### src/rtl/cpu_state_sequencer.sv
// cpu_state_sequencer: HALT/FETCH/DECODE/EXEC1/EXEC2 phase sequencer; define CPU_PERF_COUNT_EN to build the perf counters.
// Latency 4 cycles FETCH->commit, +1 per waitrequest cycle; a request seeing waitrequest holds the current phase.
module cpu_state_sequencer (
  input  logic        clk,
  input  logic        reset,
  input  logic        waitrequest,
  input  logic        memread,
  input  logic        memwrite,
  input  logic [31:0] pc_next,
  output logic [3:0]  state,
  output logic        active,
  output logic        stall,
  output logic        commit,
  output logic [31:0] cycle_count,
  output logic [31:0] instr_count,
  output logic [31:0] stall_count
);

  typedef enum logic [3:0] {
    HALT   = 4'd0,
    FETCH  = 4'd1,
    DECODE = 4'd2,
    EXEC1  = 4'd3,
    EXEC2  = 4'd4
  } state_t;

  logic [3:0] state_r;
  logic [3:0] state_d;

  always_ff @(posedge clk or posedge reset) begin
    if (reset) state_r <= FETCH;
    else       state_r <= state_d;
  end

  // Gated by reset so an in-flight request cannot report a stall while state is being forced.
  assign stall  = ~reset & (memread | memwrite) & waitrequest & (state_r != HALT);
  assign commit = ~reset & (state_r == EXEC2) & ~stall;
  assign active = (state_r != HALT);
  assign state  = state_r;

  always_comb begin
    state_d = state_r;
    case (state_r)
      HALT:   state_d = HALT;
      FETCH:  if (!stall) state_d = DECODE;
      DECODE: if (!stall) state_d = EXEC1;
      EXEC1:  if (!stall) state_d = EXEC2;
      EXEC2:  if (!stall) state_d = (pc_next == 32'h0000_0000) ? HALT : FETCH;
      default: state_d = HALT;
    endcase
  end

`ifdef CPU_PERF_COUNT_EN
  logic [31:0] cycle_q;
  logic [31:0] instr_q;
  logic [31:0] stall_q;

  always_ff @(posedge clk or posedge reset) begin
    if (reset) begin
      cycle_q <= 32'h0;
      instr_q <= 32'h0;
      stall_q <= 32'h0;
    end else begin
      if (active) cycle_q <= cycle_q + 32'd1;
      if (commit) instr_q <= instr_q + 32'd1;
      if (stall)  stall_q <= stall_q + 32'd1;
    end
  end

  assign cycle_count = cycle_q;
  assign instr_count = instr_q;
  assign stall_count = stall_q;
`else
  assign cycle_count = 32'h0;
  assign instr_count = 32'h0;
  assign stall_count = 32'h0;
`endif

endmodule

### config.mk
export PLATFORM = sky130hd
export DESIGN_NAME = cpu_state_sequencer
export DESIGN_NICKNAME = d
export VERILOG_FILES = /design/src/rtl/cpu_state_sequencer.sv
export SDC_FILE = /design/constraint.sdc
export NUM_CORES = 1
export LEC_CHECK = 0
export BUFFER_PORTS_ARGS = -buffer_cell sky130_fd_sc_hd__buf_2
export CORE_MARGIN = 2
export CORE_UTILIZATION = 28
export CTS_CLUSTER_DIAMETER = 30
export DETAILED_ROUTE_END_ITERATION = 10
export HOLD_SLACK_MARGIN = 0.05
export PLACE_DENSITY = 0.83
export SYNTH_ARGS = -nofsm -noshare
export SYNTH_HDL_FRONTEND = slang
export SYNTH_SLANG_ARGS = --single-unit
### constraint.sdc
create_clock -name clk -period 0.9 [get_ports clk]
set_input_delay 0.09 -clock clk [delete_from_list [all_inputs] [get_ports clk]]
set_output_delay 0.09 -clock clk [all_outputs]
set_load 0.1 [all_outputs]
==> results_dict.tcl <==
set metrics [dict create \
    outcome "finished, violations left" \
    cellLeakagePower_nw 0.685 \
    crit_path_end_kind "flop" \
    slowest_stage "dfrtp_4" \
    ir_drop_mv 1.12 \
    grt_max_degree 6 \
    clock_path_buffers 2 \
    drt_first_iter_violations 1 \
    worstPathCellList "buf_4 -> buf_6 -> buf_4 -> buf_6 -> nor3_1 -> a22oi_1 -> nand2_1" \
    drv_cap 0 \
    hp-class "in2reg" \
    clock_sinks 3 \
    final_common_cell "conb_1" \
    syn-cell-area_sq_um 998 \
    cts_made_buffers 3 \
    final.setup.tns_ps -3950 \
    finalHoldViolations 0 \
    synth-seq-cells 3 \
    synth-warning-count 0 \
    arrival_ps 1640 \
    min_to "state[0]" \
    wl_per_cell_um 7.54 \
    dieWidth_um 63.7 \
    wirelength_mm 1.76 \
    syn_inst 129 \
    path_max_fanout 5 \
    fin_skew_ps 2.20 \
    mostFrequentLayoutCells "conb_1, buf_2, buf_4, buf_12, buf_6" \
    setup-violations-final 9 \
    worstPathRequired_ps 1070 \
    die_y_um 63.7 \
    core_area_sq_mm 0.00339 \
    reg2reg_depth 7 \
    boundaryPins 140 \
    fillers 360 \
    violations "setup timing" \
    synth-seq-area-share_pct 7.64 \
    track_usage_pct 7.25 \
    stdcell_area_sq_mm 0.00119 \
    slew_violations 0 \
    antenna-diode-count 0 \
    drc 0 \
    layout_min_cycle_time_ps 1470 \
    htreeDepth 1 \
    synth_area_per_cell_sq_um 7.74 \
    worstSkewPairLatency_ps 230 \
    grt_pass1_vias 537 \
    clock.fmax_ghz 0.678 \
    ys_types 21 \
    viasPerCell 3.15 \
    worst_path_largest_cell_delay_ps 460 \
    startpoint_type "flop" \
    power.density_mw_per_mm2 3580 \
    timing.rr.end "state[0]" \
    dp.final_hpwl_mm 1.53 \
    drive_above_1_share_pct 38.5 \
    rsz0062_at_grt "true" \
    overflow 0 \
    path_class "reg2reg" \
    vias 733 \
    hp-start "pc_next[14]" \
    cts_tree "yes" \
    start_util_pct 29.5 \
    root_buffer "clkbuf_4" \
    fin_nets 225 \
    area_growth_syn_to_layout_pct 19.2 \
    portBuffers 42 \
    largest_reg_flops 3 \
    placed_cell_area_sq_mm 0.00108 \
    dieArea_sq_mm 0.00406 \
    globalplace.congestion 0.613 \
    clk_pin_slew_ps 40 \
    dr.pass1.iters 2 \
    fin_crit_sh_pct 164 \
    ant_nets 0 \
    reg2reg_from "state[2]" \
    grt_pass1_wl_mm 2.26 \
    hold_depth 5 \
    r2r_setup_slack_ps -570 \
    fin_ws_ps -574 \
    grt_antenna_before_repair 0 \
    rows 21 \
]
==> synth_stat cells <==
library cell | count | area share [%]
buf_4 | 97 | 73
o32ai_1 | 1 | 0.88
inv_2 | 1 | 0.38
nor4_1 | 4 | 2.5
nand2b_1 | 1 | 0.63
nand2_1 | 2 | 0.75
xnor2_1 | 1 | 0.88
a22oi_1 | 1 | 0.75
nor2_1 | 2 | 0.75
nor3b_1 | 1 | 0.75
nor3_1 | 2 | 1.0
nor4_2 | 4 | 5.0
or3_1 | 1 | 0.63
inv_1 | 1 | 0.38
o21ai_1 | 2 | 1.0
dfrtp_1 | 2 | 5.0
nor2b_1 | 1 | 0.63
nand4_1 | 2 | 1.3
o2111ai_1 | 1 | 0.88
conb_1 | 1 | 0.38
dfstp_2 | 1 | 2.6
==> cell families (layout without fill, tap and decap cells) <==
family | after synthesis | count (layout) | share of synthesized area (%)
buf+inv | 99 | 61 | 73.7
simple gates | 20 | 20 | 13.9
compound gates | 5 | 5 | 3.51
flops | 3 | 3 | 7.64
other cells | 1 | 97 | 0.376
xor+xnor | 1 | 1 | 0.877
==> power by group <==
group | switching [mW] | leakage [nW] | internal, mW
registers | 0.0701 | 0.0339 | 0.243
clock network | 0.0637 | 0.0150 | 0.166
logic | 2.85 | 0.636 | 0.866
==> timing repair <==
item,in CTS,in global routing
hold buffers,1,0
setup buffers,4,0
resized for setup,8,2
pin swaps,4,3
endpoints found under the setup margin,9,9
hold endpoints to repair,3,0
gates cloned,0,0
==> critical path: cells and delay by family (launching register included) <==
kind                   cells  cell delay [ps]
buffers and inverters      4              510
flip-flops                 1              460
AND/OR/NAND/NOR            2              320
AO/OA/AOI/OAI              1              140
==> metal layers <==
metal / part of all wire (%) / vias up / global-route usage (%)
met5: 0 / - / 0
met3: 17 / 2 / 3.75
met4: 0.34 / 0 / 3.26
met1: 24 / 318 / 6.14
met2: 59 / 72 / 13.8
li1: - / 341 / -
==> layout make-up <==
cell class | count | area [sq um] | area share [%]
timing repair buffer | 55 | 419 | 35.2
sequential | 3 | 87.6 | 7.36
inverter | 2 | 7.51 | 0.631
multi-input combinational | 123 | 592 | 49.7
tap | 46 | 57.6 | 4.84
clock buffer | 4 | 26.3 | 2.21
==> worst max-delay path by stage <==
stage / startpoint / to / slack [ps] / cells after the start
2_1_floorplan: state[0] / stall / -960 / 2
6_report: state[2] / state[0] / -570 / 7
4_1_cts: state[2] / stall / -570 / 3
5_1_grt: state[2] / state[0] / -640 / 7
3_3_place_gp: state[1] / stall / -330 / 3
3_5_place_dp: state[0] / commit / -350 / 4
==> per-stage QoR <==
step	setup WS [ps]	instances	total power, mW	utilization, %	hold WS [ps]
after CTS	-575	233	4.20	34.7	273
after global routing	-645	233	4.39	35.1	328
after detailed placement	-354	224	3.80	32.0	84.9
final	-574	233	4.26	35.1	262
after global placement	-335	224	3.77	32.0	83.8
after floorplan	-956	225	3.36	-	-168
Power figures use the tool's default switching activity.
